`src/rtl/cbfp_pkg.sv`:
```
// Shared constants and types for the block-floating-point scaler.
//   DATA_WIDTH : signed input width per component
//   MAG_WIDTH  : width of a leading-sign-bit count
//   OUT_WIDTH  : signed output width per component
//   LANES      : complex lanes per beat
//   MAG_MAX    : largest possible count (all-sign input)
package cbfp_pkg;

  localparam int DATA_WIDTH = 25;
  localparam int MAG_WIDTH  = 5;
  localparam int OUT_WIDTH  = 12;
  localparam int LANES      = 8;

  typedef logic [MAG_WIDTH-1:0] mag_t;

  localparam mag_t MAG_MAX = mag_t'(24);

  typedef enum logic {
    IDLE,
    OUT
  } rd_state_e;

  function automatic mag_t mag_min(input mag_t a, input mag_t b);
    return (a < b) ? a : b;
  endfunction

endpackage

```
`src/rtl/cbfp_min_tree.sv`:
```
// Combinational minimum of 16 magnitude counts, built as a balanced
// four-level compare tree (16 -> 8 -> 4 -> 2 -> 1).
//   mag_in      : 16 counts (8 real lanes followed by 8 imaginary lanes)
//   mag_min_out : smallest of the 16 counts
module cbfp_min_tree
  import cbfp_pkg::*;
(
  input  mag_t mag_in [16],
  output mag_t mag_min_out
);

  mag_t lvl1 [8];
  mag_t lvl2 [4];
  mag_t lvl3 [2];

  generate
    for (genvar gi = 0; gi < 8; gi++) begin : g_lvl1
      assign lvl1[gi] = mag_min(mag_in[2*gi], mag_in[2*gi+1]);
    end
    for (genvar gi = 0; gi < 4; gi++) begin : g_lvl2
      assign lvl2[gi] = mag_min(lvl1[2*gi], lvl1[2*gi+1]);
    end
    for (genvar gi = 0; gi < 2; gi++) begin : g_lvl3
      assign lvl3[gi] = mag_min(lvl2[2*gi], lvl2[2*gi+1]);
    end
  endgenerate

  assign mag_min_out = mag_min(lvl3[0], lvl3[1]);

endmodule

```
`src/rtl/cbfp_scale1.sv`:
```
// Block-floating-point scaler. Buffers BLK_CYC beats of LANES complex
// samples into one of two banks while tracking the minimum leading-sign
// count over the block, then replays the block left-normalized by that
// minimum and truncated to OUT_WIDTH bits.
//   clk, rstn          : clock, asynchronous active-low reset
//   din_valid          : input beat qualifier
//   din_re/din_im      : signed input samples per lane
//   mag_re/mag_im      : leading-sign counts for the same-cycle samples
//   dout_valid         : output beat qualifier
//   dout_re/dout_im    : normalized, truncated samples
//   index_out          : block minimum count, constant across a block
//   blk_last           : marks the final output beat of a block
module cbfp_scale1
  import cbfp_pkg::*;
#(
  parameter int BLK_CYC = 2
) (
  input  logic                         clk,
  input  logic                         rstn,
  input  logic                         din_valid,
  input  logic signed [DATA_WIDTH-1:0] din_re [LANES],
  input  logic signed [DATA_WIDTH-1:0] din_im [LANES],
  input  mag_t                         mag_re [LANES],
  input  mag_t                         mag_im [LANES],
  output logic                         dout_valid,
  output logic signed [OUT_WIDTH-1:0]  dout_re [LANES],
  output logic signed [OUT_WIDTH-1:0]  dout_im [LANES],
  output mag_t                         index_out,
  output logic                         blk_last
);

  localparam int CW = $clog2(BLK_CYC);
  localparam int AW = $clog2(2*BLK_CYC);
  localparam int XW = DATA_WIDTH + OUT_WIDTH - 1;

  typedef logic [CW-1:0] cnt_t;
  typedef logic [AW-1:0] addr_t;

  localparam cnt_t CNT_LAST = cnt_t'(BLK_CYC-1);

  // ---------------------------------------------------------------
  // State
  // ---------------------------------------------------------------
  rd_state_e state_q, state_d;
  cnt_t      wr_cnt_q, wr_cnt_d;
  cnt_t      rd_cnt_q, rd_cnt_d;
  logic      wr_bank_q, wr_bank_d;
  logic      rd_bank_q, rd_bank_d;
  logic [1:0] full_q, full_d;
  mag_t      run_min_q, run_min_d;
  mag_t      blk_min_q [2];
  mag_t      blk_min_d [2];
  logic      dout_valid_q, dout_valid_d;
  logic      blk_last_q, blk_last_d;
  mag_t      index_q, index_d;

  // ---------------------------------------------------------------
  // Write side: per-beat minimum and block completion
  // ---------------------------------------------------------------
  mag_t mag_all [16];
  mag_t beat_min;
  mag_t run_min_eff;
  mag_t cur_min;
  logic wr_last;

  generate
    for (genvar gi = 0; gi < LANES; gi++) begin : g_mag
      assign mag_all[gi]         = mag_re[gi];
      assign mag_all[gi + LANES] = mag_im[gi];
    end
  endgenerate

  cbfp_min_tree u_min_tree (
    .mag_in      (mag_all),
    .mag_min_out (beat_min)
  );

  assign run_min_eff = (wr_cnt_q == '0) ? MAG_MAX : run_min_q;
  assign cur_min     = mag_min(run_min_eff, beat_min);
  assign wr_last     = din_valid && (wr_cnt_q == CNT_LAST);

  // A block finishing this cycle is visible to the reader immediately,
  // so its first beat can leave on the same edge that stores its last.
  logic [1:0] full_eff;
  mag_t       min_rd;

  assign full_eff = full_q | (wr_last ? (2'b01 << wr_bank_q) : 2'b00);
  assign min_rd   = (wr_last && (wr_bank_q == rd_bank_q)) ? cur_min
                                                          : blk_min_q[rd_bank_q];

  addr_t wr_addr, rd_addr;
  assign wr_addr = wr_bank_q ? addr_t'(BLK_CYC) + addr_t'(wr_cnt_q) : addr_t'(wr_cnt_q);
  assign rd_addr = rd_bank_q ? addr_t'(BLK_CYC) + addr_t'(rd_cnt_q) : addr_t'(rd_cnt_q);

  always_comb begin
    wr_cnt_d  = wr_cnt_q;
    wr_bank_d = wr_bank_q;
    run_min_d = run_min_q;
    blk_min_d = blk_min_q;
    if (din_valid) begin
      run_min_d = cur_min;
      if (wr_last) begin
        wr_cnt_d             = '0;
        wr_bank_d            = ~wr_bank_q;
        blk_min_d[wr_bank_q] = cur_min;
      end else begin
        wr_cnt_d = wr_cnt_q + cnt_t'(1);
      end
    end
  end

  // ---------------------------------------------------------------
  // Read FSM
  // ---------------------------------------------------------------
  logic emit;
  logic rd_last;

  // Output decode: IDLE launches beat 0 on the cycle a bank becomes
  // available, OUT streams the rest.
  always_comb begin
    emit    = 1'b0;
    rd_last = 1'b0;
    case (state_q)
      IDLE: emit = full_eff[rd_bank_q];
      OUT: begin
        emit    = 1'b1;
        rd_last = (rd_cnt_q == CNT_LAST);
      end
      default: ;
    endcase
  end

  always_comb begin
    state_d = state_q;
    case (state_q)
      IDLE: if (full_eff[rd_bank_q]) state_d = OUT;
      OUT:  if (rd_last) state_d = full_eff[~rd_bank_q] ? OUT : IDLE;
      default: state_d = IDLE;
    endcase
  end

  always_comb begin
    rd_cnt_d  = rd_cnt_q;
    rd_bank_d = rd_bank_q;
    full_d    = full_eff;
    if (emit) begin
      rd_cnt_d = rd_last ? '0 : rd_cnt_q + cnt_t'(1);
    end
    if (rd_last) begin
      full_d[rd_bank_q] = 1'b0;
      rd_bank_d         = ~rd_bank_q;
    end
  end

  always_comb begin
    dout_valid_d = emit;
    blk_last_d   = rd_last;
    index_d      = emit ? min_rd : index_q;
  end

  always_ff @(posedge clk or negedge rstn) begin
    if (!rstn) begin
      state_q      <= IDLE;
      wr_cnt_q     <= '0;
      rd_cnt_q     <= '0;
      wr_bank_q    <= 1'b0;
      rd_bank_q    <= 1'b0;
      full_q       <= '0;
      run_min_q    <= MAG_MAX;
      blk_min_q[0] <= MAG_MAX;
      blk_min_q[1] <= MAG_MAX;
      dout_valid_q <= 1'b0;
      blk_last_q   <= 1'b0;
      index_q      <= '0;
    end else begin
      state_q      <= state_d;
      wr_cnt_q     <= wr_cnt_d;
      rd_cnt_q     <= rd_cnt_d;
      wr_bank_q    <= wr_bank_d;
      rd_bank_q    <= rd_bank_d;
      full_q       <= full_d;
      run_min_q    <= run_min_d;
      blk_min_q    <= blk_min_d;
      dout_valid_q <= dout_valid_d;
      blk_last_q   <= blk_last_d;
      index_q      <= index_d;
    end
  end

  assign dout_valid = dout_valid_q;
  assign blk_last   = blk_last_q;
  assign index_out  = index_q;

  // ---------------------------------------------------------------
  // Per-lane buffer and normalizer
  // ---------------------------------------------------------------
  // Selecting OUT_WIDTH bits from the sample padded with OUT_WIDTH-1
  // zeros is the same as shifting left by min_rd and keeping the top
  // OUT_WIDTH bits, without building the full-width shifted word.
  generate
    for (genvar gi = 0; gi < LANES; gi++) begin : g_lane
      logic signed [DATA_WIDTH-1:0] mem_re [2*BLK_CYC];
      logic signed [DATA_WIDTH-1:0] mem_im [2*BLK_CYC];
      logic [XW-1:0]                ext_re, ext_im;
      logic signed [OUT_WIDTH-1:0]  re_q, re_d, im_q, im_d;

      always_ff @(posedge clk) begin
        if (din_valid) begin
          mem_re[wr_addr] <= din_re[gi];
          mem_im[wr_addr] <= din_im[gi];
        end
      end

      assign ext_re = {mem_re[rd_addr], {(OUT_WIDTH-1){1'b0}}};
      assign ext_im = {mem_im[rd_addr], {(OUT_WIDTH-1){1'b0}}};

      always_comb begin
        re_d = re_q;
        im_d = im_q;
        if (emit) begin
          re_d = ext_re[(XW-1) - int'(min_rd) -: OUT_WIDTH];
          im_d = ext_im[(XW-1) - int'(min_rd) -: OUT_WIDTH];
        end
      end

      always_ff @(posedge clk or negedge rstn) begin
        if (!rstn) begin
          re_q <= '0;
          im_q <= '0;
        end else begin
          re_q <= re_d;
          im_q <= im_d;
        end
      end

      assign dout_re[gi] = re_q;
      assign dout_im[gi] = im_q;
    end
  endgenerate

endmodule

```
`config.mk`:
```
export PLATFORM = sky130hd
export DESIGN_NAME = cbfp_scale1
export DESIGN_NICKNAME = d
export VERILOG_FILES = /design/src/rtl/cbfp_pkg.sv /design/src/rtl/cbfp_min_tree.sv /design/src/rtl/cbfp_scale1.sv
export SDC_FILE = /design/constraint.sdc
export NUM_CORES = 2
export LEC_CHECK = 0
export CORE_ASPECT_RATIO = 0.7
export CORE_MARGIN = 8
export CORE_UTILIZATION = 48
export CTS_CLUSTER_DIAMETER = 150
export DETAILED_ROUTE_END_ITERATION = 16
export GPL_TIMING_DRIVEN = 0
export MAX_ROUTING_LAYER = met4
export PLACE_DENSITY = 0.7
export SLEW_MARGIN = 20
export SYNTH_ARGS = -nofsm -noshare
export SYNTH_HDL_FRONTEND = slang
export SYNTH_HIERARCHICAL = 1
export SYNTH_SLANG_ARGS = --single-unit
```
`constraint.sdc`:
```
create_clock -name clk -period 40.2 [get_ports clk]
set_input_delay 8.04 -clock clk [delete_from_list [all_inputs] [get_ports clk]]
set_output_delay 8.04 -clock clk [all_outputs]
set_load 0.1 [all_outputs]
```
==> Word-level counts from Yosys, hierarchy flattened <==
Memory sizes are Yosys's and may differ from the RTL's.
Index checks and enable logic that the tools add are counted.
{ "totals": {"output_inout_bits": 199, "input_bits": 483, "regBits": 221, "ram_bits": 1600, "word_cells": 146, "n_memories": 16} }
{ "memory_table": {"columns": ["memory", "words", "width", "read_ports", "rd_clocked_by_memory_dff", "wr", "line_no", "rtl"], "rows": [
  ["g_lane[0].mem_im", 4, 25, 1, 0, 1, "cbfp_scale1.sv:203", "logic signed [DATA_WIDTH-1:0] mem_im [2*BLK_CYC];"],
  ["g_lane[0].mem_re", 4, 25, 1, 0, 1, "cbfp_scale1.sv:202", "logic signed [DATA_WIDTH-1:0] mem_re [2*BLK_CYC];"],
  ["g_lane[1].mem_im", 4, 25, 1, 0, 1, "cbfp_scale1.sv:203", null],
  ["g_lane[1].mem_re", 4, 25, 1, 0, 1, "cbfp_scale1.sv:202", null],
  ["g_lane[2].mem_im", 4, 25, 1, 0, 1, "cbfp_scale1.sv:203", null],
  ["g_lane[2].mem_re", 4, 25, 1, 0, 1, "cbfp_scale1.sv:202", null],
  ["10 more memories", null, null, null, null, null, null, null]
]} }
{ "op_classes": {"shifts": 17, "eq_ne": 1, "n_mux": 44, "n_lt_le_gt_ge": 22, "addsub": 5, "n_reduce_logical": 5, "n_bitwise": 8} }
{ "ops": {"columns": ["operator", "n"], "rows": [
  ["47-bit by 7-bit indexed part select with 12-bit output", 16],
  ["5-bit two-way mux", 22],
  ["5-bit < comparator", 16],
  ["1-bit two-way mux", 13],
  ["10-bit bitwise mux", 1],
  ["2-bit two-way mux", 4],
  ["6-bit by 5-bit subtractor with 7-bit output, first input constant", 1],
  ["5-bit demux with 1-bit select", 1],
  ["2-bit by 1-bit adder with 2-bit output, first input constant", 2],
  ["2-bit >= comparator, second input constant", 2],
  ["1-bit logical AND", 4],
  ["1-bit by 2-bit < comparator with 1-bit output, second input constant", 2],
  ["1-bit NOT with 2-bit output", 2],
  ["1-bit case mux with 2 select lines", 2],
  ["1-bit NOT", 3],
  ["1-bit adder, second input constant", 2],
  ["2-bit AND", 1],
  ["2-bit by 1-bit < comparator with 1-bit output, second input constant", 1],
  ["2-bit NOT", 1],
  ["2-bit OR", 1],
  ["2-bit AND reduction", 1],
  ["1-bit by 1-bit left shift with 2-bit output, first input constant", 1],
  ["1-bit demux with 1-bit select", 1],
  ["1-bit == test", 1],
  ["1-bit >= comparator, second input constant", 1]
]} }

==> Logic depth before layout (Yosys ltp) <==
{ "logic_depth": {"depth_word": 13, "mapped_depth": 50} }

==> Modules after synthesis <==
The synthesis kept the hierarchy.
{ "by_module_without_submodules": {"columns": ["module", "n_inst", "area_each_um2", "cells_each", "seq_area_each_um2"], "rows": [
  ["cbfp_scale1", 1, 82121.3, 4980, 53583.9],
  ["cbfp_min_tree", 1, 2597.5, 350, 0.0]
]} }

==> Least setup slack after synthesis <==
OpenSTA, ideal clock, no wires.
{ "synth_path": {"kind": "in2reg", "startpoint": "input din_valid", "endpoint": "memory g_lane[0].mem_im[0][0], enable pin", "required_ns": 38.468, "arrival_time_ns": 37.071, "setup_slack_ns": 1.397, "n_path_buf": 1, "stages": 2, "path_cell_list": "clkbuf_1 nor3b_1"} }
{ "synth_via": {"elab_chain_len": 2} }
{ "synth_lines": {"columns": ["element", "line_no", "rtl"], "rows": [
  ["start: declaration", "cbfp_scale1.sv:20", "input logic din_valid,"],
  ["1-bit two-way mux", "cbfp_scale1.sv:208", "if (din_valid) begin"],
  ["1-bit two-way mux (implied by the code)", "cbfp_scale1.sv:210", "mem_im[wr_addr] <= din_im[gi];"],
  ["end: declaration", "cbfp_scale1.sv:203", null]
]} }
Every way passes these cells.

==> Worst setup path after layout <==
{ "layout_path": {"startpoint": "input mag_im[24] (netlist name)", "endpoint": "register g_lane[0].re_q[3]"} }
{ "layout_via": {"elab_chain_len": 13} }
{ "layout_lines": {"columns": ["element", "line_no", "rtl"], "rows": [
  ["start: declaration", "cbfp_scale1.sv:24", "input mag_t mag_im [LANES],"],
  ["5-bit < comparator", "cbfp_pkg.sv:24", "return (a < b) ? a : b;"],
  ["5-bit two-way mux *", "cbfp_pkg.sv:24", null],
  ["5-bit < comparator", "cbfp_pkg.sv:24", null],
  ["5-bit two-way mux *", "cbfp_pkg.sv:24", null],
  ["5-bit < comparator", "cbfp_pkg.sv:24", null],
  ["5-bit two-way mux *", "cbfp_pkg.sv:24", null],
  ["5-bit < comparator", "cbfp_pkg.sv:24", null],
  ["5-bit two-way mux *", "cbfp_pkg.sv:24", null],
  ["named net beat_min[4]", "cbfp_scale1.sv:61", "mag_t beat_min;"],
  ["5-bit < comparator", "cbfp_pkg.sv:24", null],
  ["5-bit two-way mux *", "cbfp_pkg.sv:24", null],
  ["5-bit two-way mux *", "cbfp_scale1.sv:88", "assign min_rd = (wr_last && (wr_bank_q == rd_bank_q)) ? cur_min"],
  ["6-bit by 5-bit subtractor with 7-bit output *", "cbfp_scale1.sv:221", "re_d = ext_re[(XW-1) - int'(min_rd) -: OUT_WIDTH];"],
  ["47-bit by 7-bit indexed part select with 12-bit output *", "cbfp_scale1.sv:221", null],
  ["end signal: assignment", "cbfp_scale1.sv:231", "re_q <= re_d;"],
  ["end: declaration", "cbfp_scale1.sv:205", "logic signed [OUT_WIDTH-1:0] re_q, re_d, im_q, im_d;"]
]} }
The timed path passes the listed nets; every way through them passes the cells marked *.
A chain may end at the register's enable or synchronous reset.

==> impl_metrics.sql <==
INSERT INTO impl_metrics (metric_group, metric, value, unit) VALUES
('finish', 'finalNetCount', '6808', ''),
('setup_path', 'critPathLaunchType', 'primary input', ''),
('finish', 'fillerInstances', '13400', ''),
('synth', 'synth.area.top_cells', 'sky130_fd_sc_hd__edfxtp_1 57%, sky130_fd_sc_hd__mux4_2 11%, sky130_fd_sc_hd__mux2i_1 6.7%', ''),
('sta', 'setup_ws', '18.32', 'ns'),
('route', 'drt-total-wl', '391', 'mm'),
('finish', 'area.growth.synth_to_final', '19.9', '%'),
('global_routing', 'grt_overflow_total', '0', ''),
('synth', 'synth_async_sr_flop_share', '12.1', '%'),
('cts', 'cts_sinks', '1821', ''),
('cts', 'tritoncts.num_buffers', '171', ''),
('sta', 'rsz0062_at_grt', 'no', ''),
('synth', 'netlist.area_leader.share', '56.7', '%'),
('worst_hold_path', 'timing.hold.worst.class', 'flip-flop to flip-flop', ''),
('route', 'detailedRoute.firstPassIterationCount', '6', ''),
('sta', 'post-route-min-period', '21.88', 'ns'),
('sta', 'slew_headroom', '6.97', '%'),
('setup_path', 'critical_path.max_stage_delay', '0.97', 'ns'),
('die', 'coreArea', '176000', 'sq um'),
('global_routing', 'grt_start_max_net_pins', '87', ''),
('cts', 'worst_setup_hold_path_clk_slew', '0.07', 'ns'),
('global_routing', 'grt_pass1_vias', '58300', ''),
('route', 'drt-vias-per-instance', '6.82', ''),
('setup_path', 'crit_path_end_kind', 'flip-flop', ''),
('cts', 'clk_path_buf_depth', '3', ''),
('setup_path', 'cpMostUsedCell', 'sky130_fd_sc_hd__ha_1', ''),
('global_routing', 'groute.usage.overall', '41.0', '%'),
('synth', 'synthTopCellsByCount', '1600 x sky130_fd_sc_hd__edfxtp_1, 564 x sky130_fd_sc_hd__mux2i_1, 431 x sky130_fd_sc_hd__mux4_2', ''),
('placement', 'placement.io_buffers', '681', ''),
('route', 'dr_total_vias', '60100', ''),
('synth', 'synth.net_count', '5870', ''),
('cts', 'htreeDepth', '4', ''),
('route', 'route.antenna.remaining_nets', '0', ''),
('die', 'dieArea', '190000', 'sq um'),
('die', 'std_cell_rows', '129', ''),
('run', 'max_cap_viol_count', '0', ''),
('placement', 'post_placement_worst_setup_slack', '18.28', 'ns'),
('cts', 'cts_setup_buffers', '0', ''),
('setup_path', 'timing.critical_path.fanout_max', '10', ''),
('synth', 'synthCells', '5330', ''),
('sta', 'skew', '0.0706', 'ns'),
('die', 'start_util', '48.2', '%'),
('sta', 'report.final.setup_viol', '0', ''),
('synth', 'synth_top_flop_cell', 'sky130_fd_sc_hd__edfxtp_1', ''),
('sta', 'fmaxAchievable', '0.0457', 'GHz'),
('finish', 'drive_above_1_share', '20.8', '%'),
('setup_path', 'worst_path_slowest_cell', 'sky130_fd_sc_hd__clkbuf_1', ''),
('synth', 'synth_area', '84700', 'sq um'),
('sta', 'final_number_of_max_transition_violations', '0', ''),
('sta', 'post-route-period-util', '54.4', '%'),
('synth', 'synth_most_common_cell', 'sky130_fd_sc_hd__edfxtp_1', ''),
('synth', 'avgSynthCellArea', '15.9', 'sq um'),
('global_routing', 'grt_antenna_before_repair', '30', ''),
('route', 'route.detailed.wl_per_inst', '44.4', 'um'),
('placement', 'place.gp.congestion', '1.06', ''),
('setup_path', 'cpLargestDelayFamily', 'buffers and inverters', ''),
('cts', 'clk_latency', '0.88', 'ns'),
('synth', 'synth-seq-area-share', '63.2', '%'),
('placement', 'dpl.cell_count', '8452', ''),
('synth', 'netlist-cell-type-count', '93', ''),
('cts', 'cts_hold_buffers', '0', ''),
('cts', 'cts_tree', 'built', ''),
('synth', 'number_of_enable_flip_flop_cells_after_synthesis', '1600', ''),
('global_routing', 'first_pass_grt_wire_length', '516', 'mm'),
('setup_path', 'critical_path_arrival', '22.53', 'ns'),
('route', 'violation_count_after_the_first_detailed_routing_iteration', '9697', ''),
('placement', 'place.detailed.hpwl', '308', 'mm'),
('setup_path', 'critical_path_buf_inv_count', '11', ''),
('outcome', 'run_status', 'completed', ''),
('setup_path', 'cp.required', '40.85', 'ns'),
('die', 'floorplan.io_pins', '682', ''),
('route', 'remaining_drc_errors', '0', ''),
('setup_path', 'path_class', 'primary input to flip-flop', ''),
('die', 'die_height', '367', 'um'),
('finish', 'finalNonFillerCells', '8812', ''),
('synth', 'synth_area_leader_cell', 'sky130_fd_sc_hd__edfxtp_1', ''),
('cts', 'cts_root_buffer', 'sky130_fd_sc_hd__clkbuf_16', ''),
('sta', 'report.final.hold_viol_count', '0', ''),
('sta', 'worst_pin_slew', '1.40', 'ns'),
('cts', 'cts_resized', '0', ''),
('synth', 'post_synthesis_sequential_element_count', '1821', ''),
('die', 'chipWidth', '518', 'um'),
('synth', 'yosysWarningCount', '6', '');
## state kept, by name, summed over array words and instances, names as in the netlist
signal and cells:
wr_cnt_q 1, g_lane.mem_re 800, rd_cnt_q 1, run_min_q 5
dout_valid 1, rd_bank_q 1, wr_bank_q 1, index_out 5
blk_last 1, g_lane.mem_im 800, g_lane.im_q 96, state_q 1
g_lane.re_q 96, blk_min_q 10, full_q 2
## cells in the final DEF, fill, tap and decap left out, types with 77 or more instances in the layout
cell / n
sky130_fd_sc_hd__edfxtp_1: 1600
sky130_fd_sc_hd__clkdlybuf4s50_1: 677
sky130_fd_sc_hd__mux2i_1: 564
sky130_fd_sc_hd__mux4_2: 431
sky130_fd_sc_hd__nor2_1: 353
sky130_fd_sc_hd__mux2_2: 317
sky130_fd_sc_hd__a21oi_1: 231
sky130_fd_sc_hd__dfrtp_1: 215
sky130_fd_sc_hd__clkbuf_1: 186
sky130_fd_sc_hd__nand2_1: 178
sky130_fd_sc_hd__clkbuf_16: 171
sky130_fd_sc_hd__o21ai_0: 168
sky130_fd_sc_hd__buf_2: 128
sky130_fd_sc_hd__o22ai_1: 89
sky130_fd_sc_hd__nand3_1: 84
sky130_fd_sc_hd__inv_1: 77
## layout make-up
cell class / instances / area, sq um / share of cell area [%]
clock buffer: 204 / 4430 / 4.36
tap: 2358 / 2950 / 2.90
inverter: 81 / 319 / 0.314
multi-input combinational: 3059 / 29200 / 28.8
antenna: 44 / 110 / 0.108
clock inverter: 111 / 1310 / 1.29
buffer: 369 / 1710 / 1.68
sequential: 1821 / 53600 / 52.7
timing repair buffer: 765 / 7960 / 7.83
## through the flow
step / hold slack (ns) / cell area [sq um] / setup TNS (ns) / utilization, %
6_report: 0.490 / 102000 / 0 / 57.8
5_1_grt: 0.497 / 102000 / 0 / 57.7
4_1_cts: 0.485 / 101000 / 0 / 57.7
3_5_place_dp: 0.471 / 95700 / 0 / 54.4
3_3_place_gp: 0.465 / 94500 / -8700.63 / 53.7
2_1_floorplan: 0.442 / 84700 / 0 / -
## worst reg2reg max path, cell delays in order, from the launching register on
cell and delay (ns):
sky130_fd_sc_hd__dfrtp_1 0.37, sky130_fd_sc_hd__buf_4 0.20, sky130_fd_sc_hd__nand2b_1 0.16, sky130_fd_sc_hd__ha_1 0.36, sky130_fd_sc_hd__nand2_1 0.12, sky130_fd_sc_hd__or2_1 0.29, sky130_fd_sc_hd__a31oi_2 0.29, sky130_fd_sc_hd__o32a_1 0.31
sky130_fd_sc_hd__nand2_1 0.14, sky130_fd_sc_hd__inv_2 0.19, sky130_fd_sc_hd__buf_2 0.39, sky130_fd_sc_hd__buf_4 0.36, sky130_fd_sc_hd__buf_2 0.59, sky130_fd_sc_hd__ha_1 0.23, sky130_fd_sc_hd__clkbuf_1 0.53, sky130_fd_sc_hd__inv_2 0.25
sky130_fd_sc_hd__nand2_1 0.48, sky130_fd_sc_hd__clkbuf_1 0.88, sky130_fd_sc_hd__clkbuf_1 0.98, sky130_fd_sc_hd__nor2_1 0.16, sky130_fd_sc_hd__a221oi_1 0.74, sky130_fd_sc_hd__o22ai_1 0.21
## cells by family (layout without fill, tap and decap cells)
kind of cell	count (synthesis)	in the layout	share of synthesized area (%)
and+or+nand+nor	751	751	3.85
AOI/OAI and AO/OA	910	910	7.05
other	0	44	0
buffers and inverters	450	1530	2.29
xor gates and xnor gates	4	4	0.0414
DFF	1821	1821	63.2
muxes	1337	1337	22.7
adders and majority gates	57	57	0.842
## final timing paths
check	slack, ns	start	end	cells past startpoint
worst min register to register	0.49	blk_min_q[8]	blk_min_q[8]	2
min in group asynchronous	7.05	rstn	g_lane[0].re_q[7]	1
max in group asynchronous	31.92	rstn	g_lane[2].re_q[10]	3
worst min-delay path	0.49	blk_min_q[8]	blk_min_q[8]	2
worst max register to register	31.77	wr_cnt_q	g_lane[0].re_q[3]	21
worst max-delay path	18.32	mag_im[24]	g_lane[0].re_q[3]	45
## layer usage
metal,vias up,wire length (um),track usage (%)
met5,-,0,-
met1,31500,156000,55.5
met4,0,22300,18.3
li1,23400,-,-
met3,800,44500,11.6
met2,4361,168000,58.0
Power is not shown: default switching activity piles up to over one toggle a cycle in this logic, so the estimate is an artifact.
